<file path="src/rtl/cmm_pkg.sv">
// Shared definitions for the cmm FIFO blocks: drain engine state encoding.
package cmm_pkg;

  typedef enum logic [1:0] {
    CMM_DRN_EMPTY = 2'd0,
    CMM_DRN_ONE   = 2'd1,
    CMM_DRN_TWO   = 2'd2
  } cmm_drn_state_t;

endpackage

</file>
<file path="src/rtl/cmm_sfifo_drain.sv">
// Read-side drain engine: pops a zero-latency FIFO into a 2-entry (head+skid)
// buffer and presents a registered valid/ready stream. fifo_pop never depends
// on m_ready, so the consumer cannot create a combinational path into the FIFO.
module cmm_sfifo_drain
  import cmm_pkg::*;
#(
  parameter int C_DW = 32,
  parameter int C_CW = 16
) (
  input  logic            clk,
  input  logic            rst,
  input  logic            fifo_empty,
  input  logic [C_DW-1:0] fifo_dout,
  output logic            fifo_pop,
  output logic            m_valid,
  output logic [C_DW-1:0] m_data,
  input  logic            m_ready,
  input  logic            flush,
  output logic [1:0]      buf_cnt,
  output logic [C_CW-1:0] xfer_cnt
);

  cmm_drn_state_t  state;
  cmm_drn_state_t  state_nxt;
  logic [C_DW-1:0] head;
  logic [C_DW-1:0] head_nxt;
  logic [C_DW-1:0] skid;
  logic [C_DW-1:0] skid_nxt;
  logic            fire;

  assign fire     = m_valid & m_ready;
  assign fifo_pop = ~fifo_empty & ~flush & ~rst & (state != CMM_DRN_TWO);
  assign m_valid  = (state != CMM_DRN_EMPTY);
  assign m_data   = head;
  assign buf_cnt  = state;

  // Next buffer state: flush wins, otherwise fill head first, then skid,
  // and refill head from skid when the consumer takes a beat.
  always_comb begin
    state_nxt = state;
    head_nxt  = head;
    skid_nxt  = skid;
    if (flush) begin
      state_nxt = CMM_DRN_EMPTY;
    end else begin
      case (state)
        CMM_DRN_EMPTY: begin
          if (fifo_pop) begin
            state_nxt = CMM_DRN_ONE;
            head_nxt  = fifo_dout;
          end
        end
        CMM_DRN_ONE: begin
          if (fifo_pop && fire) begin
            head_nxt = fifo_dout;
          end else if (fifo_pop) begin
            state_nxt = CMM_DRN_TWO;
            skid_nxt  = fifo_dout;
          end else if (fire) begin
            state_nxt = CMM_DRN_EMPTY;
          end
        end
        CMM_DRN_TWO: begin
          if (fire) begin
            state_nxt = CMM_DRN_ONE;
            head_nxt  = skid;
          end
        end
        default: state_nxt = CMM_DRN_EMPTY;
      endcase
    end
  end

  // State and data registers.
  always_ff @(posedge clk) begin
    if (rst) begin
      state <= CMM_DRN_EMPTY;
      head  <= '0;
      skid  <= '0;
    end else begin
      state <= state_nxt;
      head  <= head_nxt;
      skid  <= skid_nxt;
    end
  end

  // Completed-beat counter; wraps naturally and survives flush.
  always_ff @(posedge clk) begin
    if (rst) xfer_cnt <= '0;
    else if (fire) xfer_cnt <= xfer_cnt + 1'b1;
  end

endmodule

</file>
<file path="config.mk">
export PLATFORM = sky130hd
export DESIGN_NAME = cmm_sfifo_drain
export DESIGN_NICKNAME = d
export VERILOG_FILES = /design/src/rtl/cmm_pkg.sv /design/src/rtl/cmm_sfifo_drain.sv
export SDC_FILE = /design/constraint.sdc
export NUM_CORES = 1
export LEC_CHECK = 0
export CAP_MARGIN = 40
export CORE_UTILIZATION = 35
export CTS_CLUSTER_DIAMETER = 150
export DETAILED_ROUTE_END_ITERATION = 8
export GPL_ROUTABILITY_DRIVEN = 1
export PLACE_DENSITY = 0.67
export SLEW_MARGIN = 10
export SYNTH_ARGS = -nofsm -noshare
export SYNTH_HDL_FRONTEND = slang
export SYNTH_SLANG_ARGS = --single-unit
</file>
<file path="constraint.sdc">
create_clock -name clk -period 2.45 [get_ports clk]
set_input_delay 0.49 -clock clk [delete_from_list [all_inputs] [get_ports clk]]
set_output_delay 0.49 -clock clk [all_outputs]
set_load 0.02 [all_outputs]
</file>
### After elaboration in Yosys (flattened, before gate mapping)

Cells that the tools add are included.

* output and inout port bits: 52
* input bits: 37
* flip-flop bits (word level): 82
* word-level logic and storage cells: 39

* add/sub/neg operators: 1
* reduce and logical (&&, ||, !) cells: 8
* muxes and demuxes: 10
* bitwise gates (word level): 8
* equal/unequal tests: 8

Operators by type and width (count)
* $mux W32: 3
* $pmux W32 S3: 1
* $add A16 B1 Y16 const B: 1
* $mux W2: 5
* $ne A2 B2 Y1 const B: 5
* $reduce_and A4 Y1: 2
* $pmux W2 S3: 1
* $reduce_and A5 Y1: 1
* $and A1 B1 Y1: 4
* $not A1 Y1: 4
* $ne A3 B3 Y1 const B: 1
* $reduce_bool A3 Y1: 1
* $eq A2 B1 Y1 const B: 1
* $eq A2 B2 Y1 const B: 1
* $logic_not A2 Y1: 1
* $reduce_bool A2 Y1: 1
* $reduce_or A2 Y1: 1
* $logic_and A1 B1 Y1: 1

### Logic depth before layout (Yosys ltp)

* word-level depth: 7
* gate-level depth with buffers: 7
* gate-level depth less buffers: 5

### Worst setup path before layout

Ideal clock, no wire load.

* path type: reg-to-output
* from: register state[0] (netlist: buf_cnt[0])
* to: output fifo_pop
* buffers on the path: 3
* setup slack: 0.318 ns
* stages on the path, launching flop included: 7
* required time: 1.960 ns
* arrival: 1.642 ns
* path through: dfxtp_1 > buf_2 > nand2b_1 > clkbuf_1 > buf_2 > nand2_1 > nor2_1

* cells in the longest elaborated chain, start to end: 2

Ends and longest elaborated chain
* from (decl): line cmm_sfifo_drain.sv:23 `cmm_drn_state_t state;`
* from (signal assigned): line cmm_sfifo_drain.sv:81 `state <= state_nxt;`
* $ne A2 B2 Y1: line cmm_sfifo_drain.sv:32 `assign fifo_pop = ~fifo_empty & ~flush & ~rst & (state != CMM_DRN_TWO);`
* $and A1 B1 Y1: line cmm_sfifo_drain.sv:32
* to (decl): line cmm_sfifo_drain.sv:14 `output logic fifo_pop,`

Every way passes these cells.

### Final worst setup path

* from: register state[1] (netlist: buf_cnt[1])
* to: output m_valid

* cells in the longest elaborated chain, start to end: 1

Ends and longest elaborated chain
* $reduce_bool A2 Y1: line cmm_sfifo_drain.sv:33 `assign m_valid = (state != CMM_DRN_EMPTY);`
* to (decl): line cmm_sfifo_drain.sv:15 `output logic m_valid,`

Every way passes these cells.

==> run summary <==
The run finished with clean final reports. The mapped netlist covers 3536 µm². The clock arrives with 7.600 ps of skew. The library cell used most frequently in the layout, excluding fill and tap cells, is clkdlybuf4s50_1.

The die covers 10510 µm². The logs give 929 for the number of inserted filler cells in the final layout and 9 for the total CTS buffers. At the end of routability-driven placement, the weighted congestion stood at 0.7527. Setup repair after global routing left no endpoint under its margin.

The largest vdd supply drop was 0.0003222 V; the quantity of hold-fixing buffers added after cts was 0. Grouping stages by cell kind, the critical path spends the most delay in flip-flops. The sequential-to-total area share from yosys stat was 46.43%. In the final routed layout, each cell accounts on average for 13.09 µm. The run gives 425 as the number of nets in the synthesized netlist. The layout-stage area growth over the synthesis result works out to 36.45%.

The worst setup path is captured at an output pin. The worst register-to-register path ends at m_data[29]. The sink of the worst hold path is skid[22].

In this run, synthesis inferred 0 flip-flops with an integrated enable. The primary flip-flop cell chosen by synthesis mapping was dfxtp_1. In this design, the stage delay of the slowest critical-path cell is 600 ps. The wire length of the first global-routing pass is 13250 µm, and the horizontal die dimension is 102.5 µm. Leaving out fill and tap cells, the most frequent cells in the layout are clkdlybuf4s50_1, dfxtp_1, nand2_1.

At the worst endpoint, the arrival time is 1730 ps. Clock tree buffer depth: 2. Clock tree synthesis found a total of 82 sinks. The deepest level of the CTS H-tree was 3. The critical path goes through or2_2 -> clkdlybuf4s50_1. At the worst endpoint, the required time is 1960 ps.

The startpoint-to-endpoint class of the critical path was flip-flop to output pin. Before antenna repair, the detailed router went through 4 iterations. In this run the most critical hold path is launched from skid[22]. The run gives 0 as the number of antenna violations at the first check in global routing. The final setup violation count was 0. The final cell count without fillers is 607, and the starting density of the core is 36.18%. During I/O placement, the number of pins put on the boundary was 89. The number of buffer and inverter stages on the critical path is 1, and the count of nets after finishing is 507.

The half-perimeter wire length after detailed placement is 5262 µm, and the number of cells traversed by the worst register-to-register path is 5. 0 antenna diodes ended up in the layout. The detail route stage leaves a number of antenna-violating nets equal to 0.

The tightest min-delay check is of the flip-flop to flip-flop type. In the routed design, unresolved DRC markers number 0. In this run the core area contains 36 standard-cell rows. In this run, the number of DRC markers left after iteration 0 of detailed routing was 62.

The wire length after detailed routing was 7944 µm. The number of hold-slack violations in the final timing report came out at 0. The clock latency reported for the late side of the worst-skew pair is 350 ps. The number of warnings printed during yosys synthesis was 0; the aggregate negative setup slack was 0 ps.

In this run the tightest slew margin relative to its limit is 52.47%. The core region is 9774 µm². The critical path startpoint category is a flip-flop. After layout, the minimum clock period comes to 2218 ps. Final-report max-slew violation count: 0. TritonCTS built the clock tree. The maximum net fanout on the critical path came out at 12.

The die outline height is 102.5 µm, and the largest net degree at the start of global routing is 56. In this run the critical register-to-register path is launched from buf_cnt[1]. In this run, placement finished with an instance count of 591. At the pin with the least slew margin, the transition time is 713.0 ps. The count of max-cap constraint violations came out at 0. Counting flops with an async set or reset pin after synthesis yields a share of 0%.

After layout, the worst path uses 90.53% of the clock period. The synthesized flop and latch total was 82. Synthesis handed over a netlist of 387 instances. The post-synthesis area per instance is 9.137 µm².

The static power due to leakage is 1.839 nW. Clock root buffer: clkbuf_8. After global routing the overflow that remains totals 0. The clock-pin transition on the worst setup and hold timing paths is 90 ps. Via count of the first global-routing pass: 2865.

During placement, the flow inserted port buffers numbering 88. The worst hold path passes through 2 cells. The worst register-to-register path has a setup slack of 510 ps.

After synthesis, the netlist uses 39 different library cells. For this run, the top clock speed supported by timing is 450.9 MHz. Among all stages on the critical path, the largest delay is contributed by dfxtp_1. The number of vias in the routed layout came out at 2923. The overall track demand over capacity in global routing came out at 16.19%.

In the routed layout, each cell is associated on average with a via count of 4.815. Power spread over the standard cell area amounts to 618.7 nW/µm². Cells with a size suffix above 1 make up 13.50% of the layout.
-- cell families after synthesis --
logic type               Yosys count  synth area share (%)
adder cells (fa/ha/maj)            1                0.3538
AO/OA/AOI/OAI                     79                 18.40
AND/OR/NAND/NOR                  148                 17.90
flip-flops                        82                 46.43
XOR/XNOR                          10                 2.477
buffers and inverters             32                 4.494
multiplexers                      35                 9.943
-- state kept, by name (all words and copies together), names as in the netlist --
name / cells
m_data: 32
skid: 32
xfer_cnt: 16
buf_cnt: 2
-- cell usage after synthesis, types with 2 or more instances --
| cell | count | share of area, % |
|---|---|---|
| mux2i_1 | 34 | 9.6 |
| or4_1 | 2 | 0.42 |
| and2_1 | 2 | 0.35 |
| a211oi_2 | 28 | 9.9 |
| clkbuf_1 | 20 | 2.1 |
| xor2_1 | 7 | 1.7 |
| a21oi_1 | 37 | 5.2 |
| nor2b_1 | 2 | 0.35 |
| nand3_1 | 5 | 0.71 |
| a211oi_1 | 4 | 0.85 |
| nor2_1 | 47 | 5.0 |
| o21ai_0 | 3 | 0.42 |
| or2_2 | 2 | 0.35 |
| and4_1 | 2 | 0.50 |
| buf_6 | 3 | 0.96 |
| dfxtp_1 | 82 | 46 |
| or3_1 | 3 | 0.53 |
| nor4_1 | 2 | 0.35 |
| nand2_1 | 72 | 7.6 |
| buf_4 | 3 | 0.64 |
| buf_2 | 4 | 0.57 |
| xnor2_1 | 3 | 0.74 |
| nand4_1 | 4 | 0.71 |
-- what timing repair did --
action / CTS / global route
buffers inserted: 0 / 0
setup endpoints to repair: 0 / 1
gates resized for setup: 0 / 1
-- tightest hold or removal path, delay by kind of cell (launching register included) --
family	cells	cell delay [ps]
AO/OA/AOI/OAI	1	50
flip-flops	1	320
AND/OR/NAND/NOR	1	50
-- metal layers --
| layer | global-route usage (%) | vias to the layer above | wire length (µm) |
|---|---|---|---|
| met5 | 0 | - | 0 |
| li1 | - | 1492 | - |
| met3 | 3.525 | 11 | 365 |
| met2 | 26.82 | 65 | 3695 |
| met1 | 20.43 | 1355 | 3753 |
| met4 | 6.593 | 0 | 130 |
-- report_power, final --
part,total (W),leakage [nW],internal (W),switching [W]
Sequential,0.00140,0.666,0.00137,0.0000250
Clock,0.00121,0.119,0.000707,0.000506
Combinational,0.000374,1.05,0.000187,0.000187
-- worst max-delay path by stage --
stage / from / end / slack [ps] / depth (start not counted)
floorplan: buf_cnt[0] / fifo_pop / 320 / 6
global placement: flush / fifo_pop / 70 / 5
detailed placement: fifo_empty / m_data[29] / 80 / 6
CTS: flush / fifo_pop / 70 / 5
global route: buf_cnt[1] / m_valid / 170 / 2
finish: buf_cnt[1] / m_valid / 230 / 2
-- stage by stage --
step / power [W] / util [%] / hold slack, ps / setup WS (ps) / instance area (µm²)
global route: 0.003110 / 49.36 / 476.3 / 174.9 / 4825
detailed placement: 0.001809 / 46.76 / 446.0 / 78.90 / 4571
floorplan: 0.001630 / - / 435.7 / 317.9 / 3536
CTS: 0.003025 / 49.33 / 457.9 / 71.61 / 4822
global placement: 0.001801 / 46.76 / 440.9 / 72.22 / 4571
finish: 0.002985 / 49.36 / 457.4 / 232.1 / 4825
-- cell type report --
class / count / area, µm² / area share, %
clock inverters: 6 / 113.9 / 2.360
flip-flops and latches: 82 / 1642 / 34.02
inverters: 1 / 3.754 / 0.07780
well taps: 133 / 166.4 / 3.449
clock buffers: 10 / 137.6 / 2.853
multi-input cells: 273 / 1738 / 36.02
repair buffers: 102 / 1023 / 21.21
(Power assumes the default switching activity.)
==> edit (same flow settings) <==
`C_CW`: 16 -> 32.
--- a/src/rtl/cmm_sfifo_drain.sv
+++ b/src/rtl/cmm_sfifo_drain.sv
@@ -7,3 +7,3 @@
   parameter int C_DW = 32,
-  parameter int C_CW = 16
+  parameter int C_CW = 32
 ) (
Ports: changed (resized xfer_cnt); port bits go from 89 to 105. The function was not compared with the original's and may differ.
==> edit against the unedited design <==
  * Sequential cell count is 16 higher
  * Sequential power rose by 19%
  * Wire length rose by 37%
  * Clock power grew 12%
  * Synthesized cell count rose by 35%
  * Area after synthesis rose by 23%
  * Power up 14%
  * Setup slack worse by 0.026 ns
  * Die area rose by 23%
  * Cell area is 22% higher
  * Highest routed layer unchanged
==> edit: results (changes against the unedited design) <==
* Largest net degree at the start of global routing: 66 (was 56)
* Leakage power figure: 1.97 nW (was 1.84 nW)
- Weighted congestion reported at the end of routability-driven placement: 0.835 (was 0.753)
- The net count after synthesis is 561 (was 425).
* Largest clock skew in the final design: 0.00513 ns (was 0.00760 ns)
* Capturing point of the worst reg2reg path: xfer_cnt[26] (was m_data[29])
* Total of cells resized after clock tree synthesis: 1 (was 0)
- The worst slack on hold paths was 0.455 ns (was 0.457 ns).
- Post-place setup slack: -0.123 ns (was 0.0789 ns)
- Multi-input gate count: 340 (was 273)
* Detail Placement HPWL: 7.24 mm (was 5.26 mm)
* Mux share of post-synthesis cell area: 0.976% (was 9.94%)
* Filler cell count: 1,159 (was 929)
- The register-to-register setup slack came to 0.21 ns (was 0.51 ns).
* Count of non-filler cells in the finished layout: 785 (was 607)
- The internal cell power came to 2.57 mW (was 2.27 mW).
- The arrival time of the worst setup path is 2.48 ns (was 1.73 ns).
- Ratio of routed vias to standard cells: 5.11 (was 4.82)
* Global Route Usage Sum: 17.5% (was 16.2%)
* Dpl cell area: 0.00562 mm2 (was 0.00457 mm2)
- Commonest cells in the synthesized netlist: sky130_fd_sc_hd__dfxtp_1, sky130_fd_sc_hd__nand2_1, sky130_fd_sc_hd__a21oi_1, sky130_fd_sc_hd__inv_1, sky130_fd_sc_hd__nor2b_1 (was sky130_fd_sc_hd__dfxtp_1, sky130_fd_sc_hd__nand2_1, sky130_fd_sc_hd__nor2_1, sky130_fd_sc_hd__a21oi_1, sky130_fd_sc_hd__mux2i_1).
- The worst reg2reg path startpoint is buf_cnt[0] (was buf_cnt[1]).
- Share of cells above drive strength 1: 7.29% (was 13.5%)
- The transition at the pin with the smallest max-transition slack is 0.697 ns (was 0.713 ns).
- Run status: completed (unchanged)
- The switching component of the power is 0.824 mW (was 0.718 mW).
- The sequential share of cell area is 33.2% (was 34.0%).
- Fraction of the mapped netlist area in adder cells: 0.287% (was 0.354%)
- Worst-path clk slew: 0.07 ns (was 0.09 ns)
-- edit: cell types whose count changed after synthesis, sizes merged, moves of 32 or more --
cell    unedited run  this run
inv                1        39
nor2b              2        36
a221oi             0        32
mux2i             34         2
nor2              47        15
-- edit: per-layer routing --
layer	up-vias	routed length, um	track usage (%)
li1	2033	-	-
met1	1882	4980	21.4
met2	93	5240	29.6
met3	6	599	3.61
met4	0	92	7.63
met5	-	0	0
-- edit: logic make-up (layout without fill, tap and decap cells) --
kind of cell,Yosys count,count (layout)
xor+xnor,10,10
compound gates,142,142
mux,4,4
flops,98,98
simple gates,183,183
fa+ha+maj,1,1
buf+inv,85,179
-- edit: worst max-delay path by stage --
stage	startpoint	end	cells past startpoint
global placement	m_ready	xfer_cnt[26]	6
CTS	flush	fifo_pop	3
global route	buf_cnt[0]	xfer_cnt[26]	5
finish	m_ready	xfer_cnt[26]	6
floorplan	buf_cnt[0]	fifo_pop	6
detailed placement	m_ready	xfer_cnt[26]	6
